[config.mk]
export PLATFORM = sky130hd
export DESIGN_NAME = div_ctrl
export DESIGN_NICKNAME = d
export VERILOG_FILES = /design/src/rtl/div_ctrl.sv
export SDC_FILE = /design/constraint.sdc
export NUM_CORES = 1
export LEC_CHECK = 0
export ABC_AREA = 1
export BUFFER_PORTS_ARGS = -buffer_cell sky130_fd_sc_hd__buf_4
export CAP_MARGIN = 20
export CORE_MARGIN = 2
export CORE_UTILIZATION = 55
export CTS_BUF_LIST = sky130_fd_sc_hd__clkbuf_16
export CTS_CLUSTER_SIZE = 30
export DETAILED_ROUTE_END_ITERATION = 12
export PLACE_DENSITY = 0.78
export SLEW_MARGIN = 20
export SYNTH_ARGS = -nofsm -noshare
export SYNTH_HDL_FRONTEND = slang
export SYNTH_SLANG_ARGS = --single-unit
[constraint.sdc]
create_clock -name clk -period 2.5 [get_ports clk]
set_input_delay 0.125 -clock clk [delete_from_list [all_inputs] [get_ports clk]]
set_output_delay 0.125 -clock clk [all_outputs]
set_load 0.02 [all_outputs]
[src/rtl/div_ctrl.sv]
// Sequencer for RV32M DIV/DIVU/REM/REMU: a restoring radix-2 divider that takes XLEN+2 cycles, or 2 cycles for the special cases.
// The upstream pipeline is held with stall_o until the cycle in which the result is written back.
// Defining DIV_EARLY_OUT_EN lets a divide with |dividend| < |divisor| skip the iteration loop.
module div_ctrl #(
  parameter int XLEN = 32
) (
  input  logic            clk,
  input  logic            rst_n,
  input  logic            start_i,
  input  logic [2:0]      funct3_i,
  input  logic [XLEN-1:0] dividend_i,
  input  logic [XLEN-1:0] divisor_i,
  input  logic [4:0]      rd_addr_i,
  input  logic            flush_i,
  output logic            busy_o,
  output logic            stall_o,
  output logic [XLEN-1:0] result_o,
  output logic            ready_o,
  output logic [4:0]      rd_addr_o,
  output logic            rd_wen_o
);

  localparam int CW = $clog2(XLEN);
  localparam logic [2:0] F_DIV  = 3'b100;
  localparam logic [2:0] F_REM  = 3'b110;
  localparam logic [2:0] F_REMU = 3'b111;
  localparam logic [XLEN-1:0] INT_MIN = {1'b1, {(XLEN-1){1'b0}}};
  localparam logic [CW-1:0] LAST_CNT = CW'(XLEN-1);

  typedef enum logic [1:0] {S_IDLE, S_START, S_CALC, S_END} state_t;

  state_t          state_q, state_d;
  logic [2:0]      op_q;
  logic [XLEN-1:0] dvd_q, dvs_q, rem_q, quo_q;
  logic [CW-1:0]   cnt_q;
  logic [4:0]      rd_q;
  logic            q_neg_q, r_neg_q;

  logic            signed_op, is_rem, div_zero, ovf, early_out, take;
  logic [XLEN-1:0] abs_dvd, abs_dvs, res_sel;
  logic [XLEN:0]   trial, diff;

  assign signed_op = (op_q == F_DIV) || (op_q == F_REM);
  assign is_rem    = (op_q == F_REM) || (op_q == F_REMU);
  assign abs_dvd   = (signed_op && dvd_q[XLEN-1]) ? -dvd_q : dvd_q;
  assign abs_dvs   = (signed_op && dvs_q[XLEN-1]) ? -dvs_q : dvs_q;
  assign div_zero  = (dvs_q == '0);
  assign ovf       = signed_op && (dvd_q == INT_MIN) && (dvs_q == '1);
`ifdef DIV_EARLY_OUT_EN
  assign early_out = (abs_dvd < abs_dvs);
`else
  assign early_out = 1'b0;
`endif

  // One restoring step: the remainder is widened by a bit so divisors above 2^(XLEN-1) compare correctly.
  assign trial = {rem_q, dvd_q[XLEN-1]};
  assign take  = (trial >= {1'b0, dvs_q});
  assign diff  = trial - {1'b0, dvs_q};

  always_ff @(posedge clk or negedge rst_n) begin
    if (!rst_n) state_q <= S_IDLE;
    else        state_q <= state_d;
  end

  always_comb begin
    state_d = state_q;
    if (flush_i) begin
      state_d = S_IDLE;
    end else begin
      case (state_q)
        S_IDLE:  if (start_i) state_d = S_START;
        S_START: state_d = (div_zero || ovf || early_out) ? S_END : S_CALC;
        S_CALC:  if (cnt_q == LAST_CNT) state_d = S_END;
        default: state_d = S_IDLE;
      endcase
    end
  end

  always_ff @(posedge clk or negedge rst_n) begin
    if (!rst_n) begin
      op_q    <= '0;
      dvd_q   <= '0;
      dvs_q   <= '0;
      rem_q   <= '0;
      quo_q   <= '0;
      cnt_q   <= '0;
      rd_q    <= '0;
      q_neg_q <= 1'b0;
      r_neg_q <= 1'b0;
    end else begin
      case (state_q)
        S_IDLE: begin
          if (start_i && !flush_i) begin
            op_q  <= funct3_i;
            dvd_q <= dividend_i;
            dvs_q <= divisor_i;
            rd_q  <= rd_addr_i;
          end
        end
        S_START: begin
          // Special cases load final values directly, so sign correction must be disabled.
          q_neg_q <= 1'b0;
          r_neg_q <= 1'b0;
          if (div_zero) begin
            quo_q <= '1;
            rem_q <= dvd_q;
          end else if (ovf) begin
            quo_q <= INT_MIN;
            rem_q <= '0;
          end else if (early_out) begin
            quo_q <= '0;
            rem_q <= dvd_q;
          end else begin
            dvd_q   <= abs_dvd;
            dvs_q   <= abs_dvs;
            q_neg_q <= signed_op && (dvd_q[XLEN-1] ^ dvs_q[XLEN-1]);
            r_neg_q <= signed_op && dvd_q[XLEN-1];
            cnt_q   <= '0;
            quo_q   <= '0;
            rem_q   <= '0;
          end
        end
        S_CALC: begin
          dvd_q <= {dvd_q[XLEN-2:0], 1'b0};
          rem_q <= take ? diff[XLEN-1:0] : trial[XLEN-1:0];
          quo_q <= {quo_q[XLEN-2:0], take};
          cnt_q <= cnt_q + 1'b1;
        end
        default: ;
      endcase
    end
  end

  always_comb begin
    if (is_rem) res_sel = r_neg_q ? -rem_q : rem_q;
    else        res_sel = q_neg_q ? -quo_q : quo_q;
    ready_o   = (state_q == S_END) && !flush_i;
    rd_wen_o  = ready_o;
    result_o  = ready_o ? res_sel : '0;
    rd_addr_o = ready_o ? rd_q : '0;
    busy_o    = (state_q != S_IDLE);
    stall_o   = (start_i && (state_q == S_IDLE)) || (state_q == S_START) || (state_q == S_CALC);
  end

endmodule

==> results.sh, run 1 <==
export IMPL_ys_warn_count=0
export IMPL_initial_utilization=0.5541
export IMPL_cts_tree="done"
export IMPL_cellLeakagePower_nw=8.623
export IMPL_io_pins=117
export IMPL_netlist_area_mm2=0.01383
export IMPL_drv_slew=0
export IMPL_grt_remaining_overflow=0
export IMPL_ys_top_cells_by_count="nand2_1 (589), inv_1 (282), nor2_1 (270)"
export IMPL_synth_top_area_share=0.2623
export IMPL_synth_edf_count=0
export IMPL_timing_max_cap_violations=0
export IMPL_syn_nets=2422
export IMPL_syn_inst=2301
export IMPL_synthFlopType="dfrtp_1"
export IMPL_grt_pass1_vias=15790
export IMPL_firstDrtPassIters=6
export IMPL_regArea_mm2=0.003632
export IMPL_numCtsBuffers=17
export IMPL_tightest_slew_ns=0.7326
export IMPL_fin_area_mm2=0.01764
export IMPL_grt_pass1_wl_um=82430
export IMPL_clock_path_buffers=2
export IMPL_status="complete, but fails checks"
export IMPL_preCtsSetupSlack_ns=-0.07436
export IMPL_criticalPathCategory="flip-flop to primary output"
export IMPL_grt_start_max_net_pins=93
export IMPL_start_kind="flip-flop"
export IMPL_std_cell_rows=58
export IMPL_combPwrFrac=0.737
export IMPL_rsz0062_at_grt="yes"
export IMPL_die_x_um=162.6
export IMPL_placed_area_mm2=0.01578
export IMPL_drc=0
export IMPL_finalNetCount=2666
export IMPL_totalWireLength_um=54000
export IMPL_fp_coreArea_mm2=0.02496
export IMPL_antenna_found_initial=0
export IMPL_vias=16920
export IMPL_synth_area_top_cells="dfrtp_1 (26%), nand2_1 (16%), nand3_1 (8.0%), inv_1 (7.7%), nor2_1 (7.3%)"
export IMPL_power_density_mw_per_mm2=1647
export IMPL_finish_utilization=0.7066
export IMPL_fmax_mhz=384.3
export IMPL_multi_input_area_mm2=0.009244
export IMPL_first_iter_violations=2015
export IMPL_clkTransAtPathRegs_ns=0.07
export IMPL_power_frac_seq=0.171
export IMPL_cp_end_kind="primary output"
export IMPL_synth_async_reset_ratio=1.000
export IMPL_fin_crit_sh=1.041
export IMPL_worstPathCellList="inv_2 -> ha_4 -> nand2_4 -> nor2_4 -> nand2_2 -> nor2_4 -> nand3_2 -> nand2_4 -> nand3_4 -> buf_4 -> a21oi_2 -> o21ai_1 -> nand2_1 -> a21oi_2 -> buf_4"
export IMPL_netSwitchingFraction=0.5612
export IMPL_cp_data_arrival_time_ns=2.48
export IMPL_fill_cells=2222
export IMPL_gp_congestion=1.042
export IMPL_crit_slowest_cell="dfrtp_1"
export IMPL_place_detailed_hpwl_um=39940
export IMPL_worst_ep_required_time_ns=2.38
export IMPL_clockPowerShare=0.092
export IMPL_syn2layout_area_growth_pct=27.54
export IMPL_intPower_w=0.01275
export IMPL_synth_seq_cells=145
export IMPL_fin_skew_ns=0.01785
export IMPL_synth_top_cell_by_area="dfrtp_1"
export IMPL_synth_most_common_cell="nand2_1"
export IMPL_htreeDepth=4
export IMPL_slew_headroom=0.5110
export IMPL_hold_viol=2
export IMPL_die_area_mm2=0.02643
export IMPL_drive_above_1_share=0.1998
export IMPL_avgSynthCellArea_um2=6.011
export IMPL_finalSetupViolCount=12
export IMPL_switching_power_w=0.01630
export IMPL_crit_fanout=6
export IMPL_cts_root_buf="clkbuf_16"
export IMPL_wl_per_cell_um=18.70
export IMPL_whs_ns=-0.007363
export IMPL_clock_sinks=145
export IMPL_synth_seq_area_share=0.2623
export IMPL_dieHeight_um=162.6
export IMPL_port_buffers=116
export IMPL_vdd_ir_drop_max_uv=933.3
export IMPL_yosysUniqueCellTypes=54
export IMPL_finalWorstPathRequiredPeriod_ns=2.602
export IMPL_antenna_cells=0
export IMPL_hold_class="input pin to flip-flop"
export IMPL_setup_tns_ns=-0.6159
export IMPL_viasPerCell=5.860
export IMPL_ant_nets=0
export IMPL_clkLatencyLatePin_ns=0.44
export IMPL_setup_ws_ns=-0.1019
export IMPL_grtUsageTotal=0.3978
export IMPL_violations="negative hold slack, negative setup slack"
export IMPL_cp_slowest_stage_delay_ns=0.39
==> cell type report <==
| cell class | instances | area share |
|---|---|---|
| clock buffers | 17 | 0.02412 |
| clock inverters | 15 | 0.009575 |
| inverters | 295 | 0.06284 |
| multi-input cells | 1769 | 0.5240 |
| flip-flops and latches | 145 | 0.2059 |
| well taps | 330 | 0.02341 |
| repair buffers | 317 | 0.1502 |
==> per-stage QoR <==
stage	cells	total power, W
6_report	2888	0.02905
3_3_place_gp	2789	0.02362
3_5_place_dp	2789	0.02390
5_1_grt	2888	0.03130
2_1_floorplan	2301	0.01753
4_1_cts	2864	0.02707
==> metal layers <==
layer / share of wire / wire [µm] / GRT usage
met5: 0 / 0 / 0
met4: 0.040 / 2164 / 0.1488
met3: 0.091 / 4912 / 0.05017
met2: 0.46 / 24840 / 0.6495
met1: 0.41 / 22080 / 0.5410
==> final timing paths <==
kind                          startpoint            to  slack (ns)  cells after the start
max                             rem_q[0]  result_o[22]       -0.10                     15
min                        dividend_i[6]      dvd_q[6]      -0.007                      3
max reg2reg                    dvd_q[20]     dvs_q[22]        0.10                     12
min reg2reg                      op_q[0]       op_q[0]        0.49                      2
max in group asynchronous          rst_n       rd_q[3]        1.35                      3
min in group asynchronous          rst_n     rem_q[21]        0.29                      2
==> registers in the layout, summed over array words and instances (netlist names) <==
signal   cells
rem_q       32
cnt_q        5
dvs_q       32
r_neg_q      1
quo_q       32
dvd_q       32
q_neg_q      1
op_q         3
rd_q         5
state_q      2
==> kinds of logic after synthesis <==
kind of cell | Yosys count | synth area share
XOR/XNOR | 27 | 0.01710
AND/OR/NAND/NOR | 1224 | 0.3802
multiplexers | 10 | 0.007237
flip-flops | 145 | 0.2623
AO/OA/AOI/OAI | 463 | 0.1787
buffers and inverters | 387 | 0.1132
adder cells (fa/ha/maj) | 45 | 0.04125
==> power groups by stage <==
stage                     combinational [W]  clock [W]  sequential, W
final                                0.0214    0.00268        0.00496
after global routing                 0.0235    0.00277        0.00505
after CTS                            0.0196    0.00269        0.00481
after detailed placement             0.0190          0        0.00487
after global placement               0.0188          0        0.00485
after floorplan                      0.0130          0        0.00454
==> repair_timing <==
item                                    4_1_cts  5_1_grt
hold buffers                                 29        1
gates cloned                                  0        3
resized for setup                            60      126
pin swaps                                    13       27
setup buffers                                14       20
endpoints found under the setup margin       26      137
hold endpoints to repair                     94        1
==> critical path: cells and delay by family (launching register included) <==
kind / cells / cell delay, ns
and+or+nand+nor: 8 / 0.78
AOI/OAI and AO/OA: 3 / 0.24
buffers and inverters: 3 / 0.46
adders and majority gates: 1 / 0.17
DFF: 1 / 0.39
==> cell usage in the layout, fill, tap and decap left out, types with 6 or more instances in the layout <==
| cell | Yosys | layout |
|---|---|---|
| a21oi_1 | 201 | 190 |
| a21oi_2 | 13 | 24 |
| a31oi_1 | 7 | 6 |
| buf_12 | 0 | 8 |
| buf_4 | 8 | 267 |
| buf_6 | 5 | 7 |
| clkbuf_16 | 0 | 20 |
| dfrtp_1 | 145 | 142 |
| dlygate4sd3_1 | 0 | 30 |
| ha_1 | 44 | 26 |
| ha_2 | 0 | 8 |
| ha_4 | 0 | 10 |
| inv_1 | 282 | 259 |
| inv_2 | 11 | 34 |
| mux2i_1 | 10 | 10 |
| nand2_1 | 589 | 569 |
| nand2_2 | 2 | 20 |
| nand3_1 | 220 | 207 |
| nand3_2 | 2 | 9 |
| nand3_4 | 2 | 8 |
| nand3b_1 | 13 | 13 |
| nand4_1 | 30 | 30 |
| nor2_1 | 270 | 239 |
| nor2_2 | 6 | 25 |
| nor2_4 | 2 | 14 |
| nor3_1 | 60 | 50 |
| nor3_2 | 3 | 12 |
| nor4_1 | 7 | 7 |
| o211ai_1 | 10 | 10 |
| o21ai_0 | 176 | 159 |
| o21ai_1 | 27 | 39 |
| o21ai_2 | 2 | 6 |
| o22ai_1 | 6 | 6 |
| o31ai_1 | 9 | 9 |
| or2_2 | 6 | 6 |
| xnor2_1 | 15 | 14 |
| xor2_1 | 12 | 12 |
No activity file was read; power rests on OpenSTA's default activity.
==> inputs of run 2 (changes only) <==
--- a/config.mk
+++ b/config.mk
@@ -11,8 +11,8 @@
 export CORE_MARGIN = 2
 export CORE_UTILIZATION = 55
-export CTS_BUF_LIST = sky130_fd_sc_hd__clkbuf_16
+export CTS_BUF_LIST = sky130_fd_sc_hd__clkbuf_2 sky130_fd_sc_hd__clkbuf_4 sky130_fd_sc_hd__clkbuf_8
 export CTS_CLUSTER_SIZE = 30
 export DETAILED_ROUTE_END_ITERATION = 12
-export PLACE_DENSITY = 0.78
+export PLACE_DENSITY = 0.81
 export SLEW_MARGIN = 20
 export SYNTH_ARGS = -nofsm -noshare
==> constraint.sdc (replaced) <==
create_clock -name clk -period 2.5 [get_ports clk]
set_input_delay 0.125 -clock clk [delete_from_list [all_inputs] [get_ports clk]]
set_output_delay 0.125 -clock clk [all_outputs]
set_load 0.05 [all_outputs]
==> run 2 against run 1 <==
The flow still finishes with violations (negative hold slack, negative setup slack). Core utilization rose by 1.5 points. Design area up 2.2%. Non-clock buffer count increased by 40. Critical path depth is 5 lower. First-iteration DRC count is 6.9% higher. Flip-flop and latch count unchanged. Critical path type unchanged. Register-to-register slack barely moved. Clock skew increased by 0.013 ns. Global-route usage rose by 0.21 points. Routed wire length is 0.85% higher. Worst hold slack better by 0.0032 ns.
==> results.sh, run 2 (synthesized netlist as in run 1, its figures left out) <==
export IMPL_power_frac_seq=0.173
export IMPL_antenna_found_initial=5
export IMPL_clockPowerShare=0.075
export IMPL_syn2layout_area_growth_pct=30.33
export IMPL_fin_crit_sh=1.078
export IMPL_hold_viol=1
export IMPL_intPower_w=0.01245
export IMPL_fp_coreArea_mm2=0.02496
export IMPL_drive_above_1_share=0.2089
export IMPL_die_area_mm2=0.02643
export IMPL_worstPathCellList="inv_1 -> nand2_1 -> nor3_1 -> nand4_1 -> nor3_2 -> nand2_1 -> a21oi_1 -> nor2_1 -> nor2_1 -> buf_6"
export IMPL_numCtsBuffers=17
export IMPL_slew_headroom=0.5971
export IMPL_rsz0062_at_grt="yes"
export IMPL_cts_tree="done"
export IMPL_combPwrFrac=0.752
export IMPL_firstDrtPassIters=6
export IMPL_viasPerCell=5.850
export IMPL_cp_depth=10
export IMPL_cp_data_arrival_time_ns=2.57
export IMPL_place_detailed_hpwl_um=39030
export IMPL_grt_pass1_vias=15930
export IMPL_grtUsageTotal=0.3999
export IMPL_dieHeight_um=162.6
export IMPL_finalWorstPathRequiredPeriod_ns=2.694
export IMPL_clkTransAtPathRegs_ns=0.10
export IMPL_placed_area_mm2=0.01584
export IMPL_std_cell_rows=58
export IMPL_netSwitchingFraction=0.5707
export IMPL_crit_slowest_cell="dfrtp_2"
export IMPL_timing_max_cap_violations=0
export IMPL_initial_utilization=0.5541
export IMPL_worst_ep_required_time_ns=2.38
export IMPL_status="complete, but fails checks"
export IMPL_tightest_slew_ns=0.6016
export IMPL_instances_no_fill=2932
export IMPL_cp_end_kind="primary output"
export IMPL_power_density_mw_per_mm2=1609
export IMPL_hold_class="input pin to flip-flop"
export IMPL_vdd_ir_drop_max_uv=954.2
export IMPL_htreeDepth=4
export IMPL_start_kind="flip-flop"
export IMPL_cp_slowest_stage_delay_ns=0.49
export IMPL_die_x_um=162.6
export IMPL_fin_area_mm2=0.01803
export IMPL_setup_ws_ns=-0.1941
export IMPL_grt_pass1_wl_um=82440
export IMPL_ant_nets=0
export IMPL_cpLargestDelayFamily="simple AND/OR/NAND/NOR gates"
export IMPL_wl_per_cell_um=18.57
export IMPL_finalSetupViolCount=20
export IMPL_io_pins=117
export IMPL_grt_remaining_overflow=0
export IMPL_fmax_mhz=371.2
export IMPL_gp_congestion=1.034
export IMPL_switching_power_w=0.01655
export IMPL_drv_slew=0
export IMPL_fin_skew_ns=0.03118
export IMPL_port_buffers=116
export IMPL_dp_cells=2794
export IMPL_crit_fanout=6
export IMPL_violations="negative hold slack, negative setup slack"
export IMPL_holdPathStages=5
export IMPL_drc=0
export IMPL_grt_start_max_net_pins=83
export IMPL_clkLatencyLatePin_ns=0.51
export IMPL_worst_path_buf_inv=2
export IMPL_criticalPathCategory="flip-flop to primary output"
export IMPL_whs_ns=-0.004133
export IMPL_p_total_w=0.02901
export IMPL_mostFrequentLayoutCells="nand2_1 (572), inv_1 (259), buf_4 (258)"
export IMPL_vias=17150
export IMPL_cts_root_buf="clkbuf_8"
export IMPL_rr_worst_depth=11
export IMPL_first_iter_violations=2155
export IMPL_clock_sinks=145
export IMPL_final_common_cell="nand2_1"
export IMPL_totalWireLength_um=54460
export IMPL_clock_path_buffers=2
export IMPL_cellLeakagePower_nw=8.770
export IMPL_finalNetCount=2707
run 2: cell types whose count changed in the layout (fill, tap and decap cells not counted), sizes merged:
cell         change
clkinvlp         +2
clkinv           -2
inv              -1
bufinv           +1
buf             +13
dlygate4sd3     +27
diode            +3
clkbuf           +1
run 2: layer usage:
| layer | vias to the layer above | track usage | wire [µm] | share of wire |
|---|---|---|---|---|
| li1 | 8120 | - | - | - |
| met1 | 7918 | 0.5210 | 21820 | 0.40 |
| met2 | 933 | 0.6358 | 24630 | 0.45 |
| met3 | 178 | 0.09167 | 5436 | 0.10 |
| met4 | 2 | 0.1778 | 2564 | 0.047 |
| met5 | - | 0 | 11 | 0.00020 |
run 2: power by group through the flow:
stage               Combinational [W]  Clock (W)  Sequential (W)
detailed placement             0.0192          0         0.00490
finish                         0.0218    0.00219         0.00501
global route                   0.0238    0.00227         0.00508
floorplan                      0.0132          0         0.00454
CTS                            0.0199    0.00218         0.00487
global placement               0.0188          0         0.00488
run 2: per-stage QoR:
stage	util	TNS (ns)	setup slack, ns
CTS	0.6967	-0.5283	-0.08563
detailed placement	0.6346	-0.005054	-0.005054
global route	0.7218	-4.822	-0.2524
finish	0.7221	-1.564	-0.1941
floorplan	-	0	0.01420
global placement	0.6346	-0.01616	-0.01616
run 2: cell type report:
| type | count | area (µm²) |
|---|---|---|
| sequential | 145 | 3637 |
| timing repair inverter | 1 | 7.507 |
| fill | 2123 | 6937 |
| timing repair buffer | 357 | 3108 |
| tap | 330 | 412.9 |
| inverter | 295 | 1116 |
| antenna | 3 | 7.507 |
| clock inverter | 14 | 186.4 |
| multi-input combinational | 1769 | 9304 |
| clock buffer | 18 | 247.7 |
run 2: path summary, 6_finish.rpt:
kind | start | to | slack, ns
max | rem_q[10] | result_o[24] | -0.19
min reg2reg | op_q[1] | op_q[1] | 0.49
min in group asynchronous | rst_n | dvs_q[21] | 0.16
min | divisor_i[25] | dvs_q[25] | -0.004
max reg2reg | dvd_q[8] | dvd_q[27] | 0.10
max in group asynchronous | rst_n | r_neg_q | 1.38
run 2: timing repair:
action / CTS / global route
setup buffers: 25 / 18
hold buffers: 57 / 0
pin swaps: 31 / 48
gates cloned: 0 / 4
setup endpoints to repair: 25 / 119
resized for setup: 109 / 133
endpoints found under the hold margin: 103 / 0
run 2: worst reg2reg max path, delay by kind of cell, from the launching register on:
kind,cells,cell delay [ns]
AOI/OAI and AO/OA,2,0.30
buffers and inverters,1,0.23
DFF,1,0.49
and+or+nand+nor,8,1.29
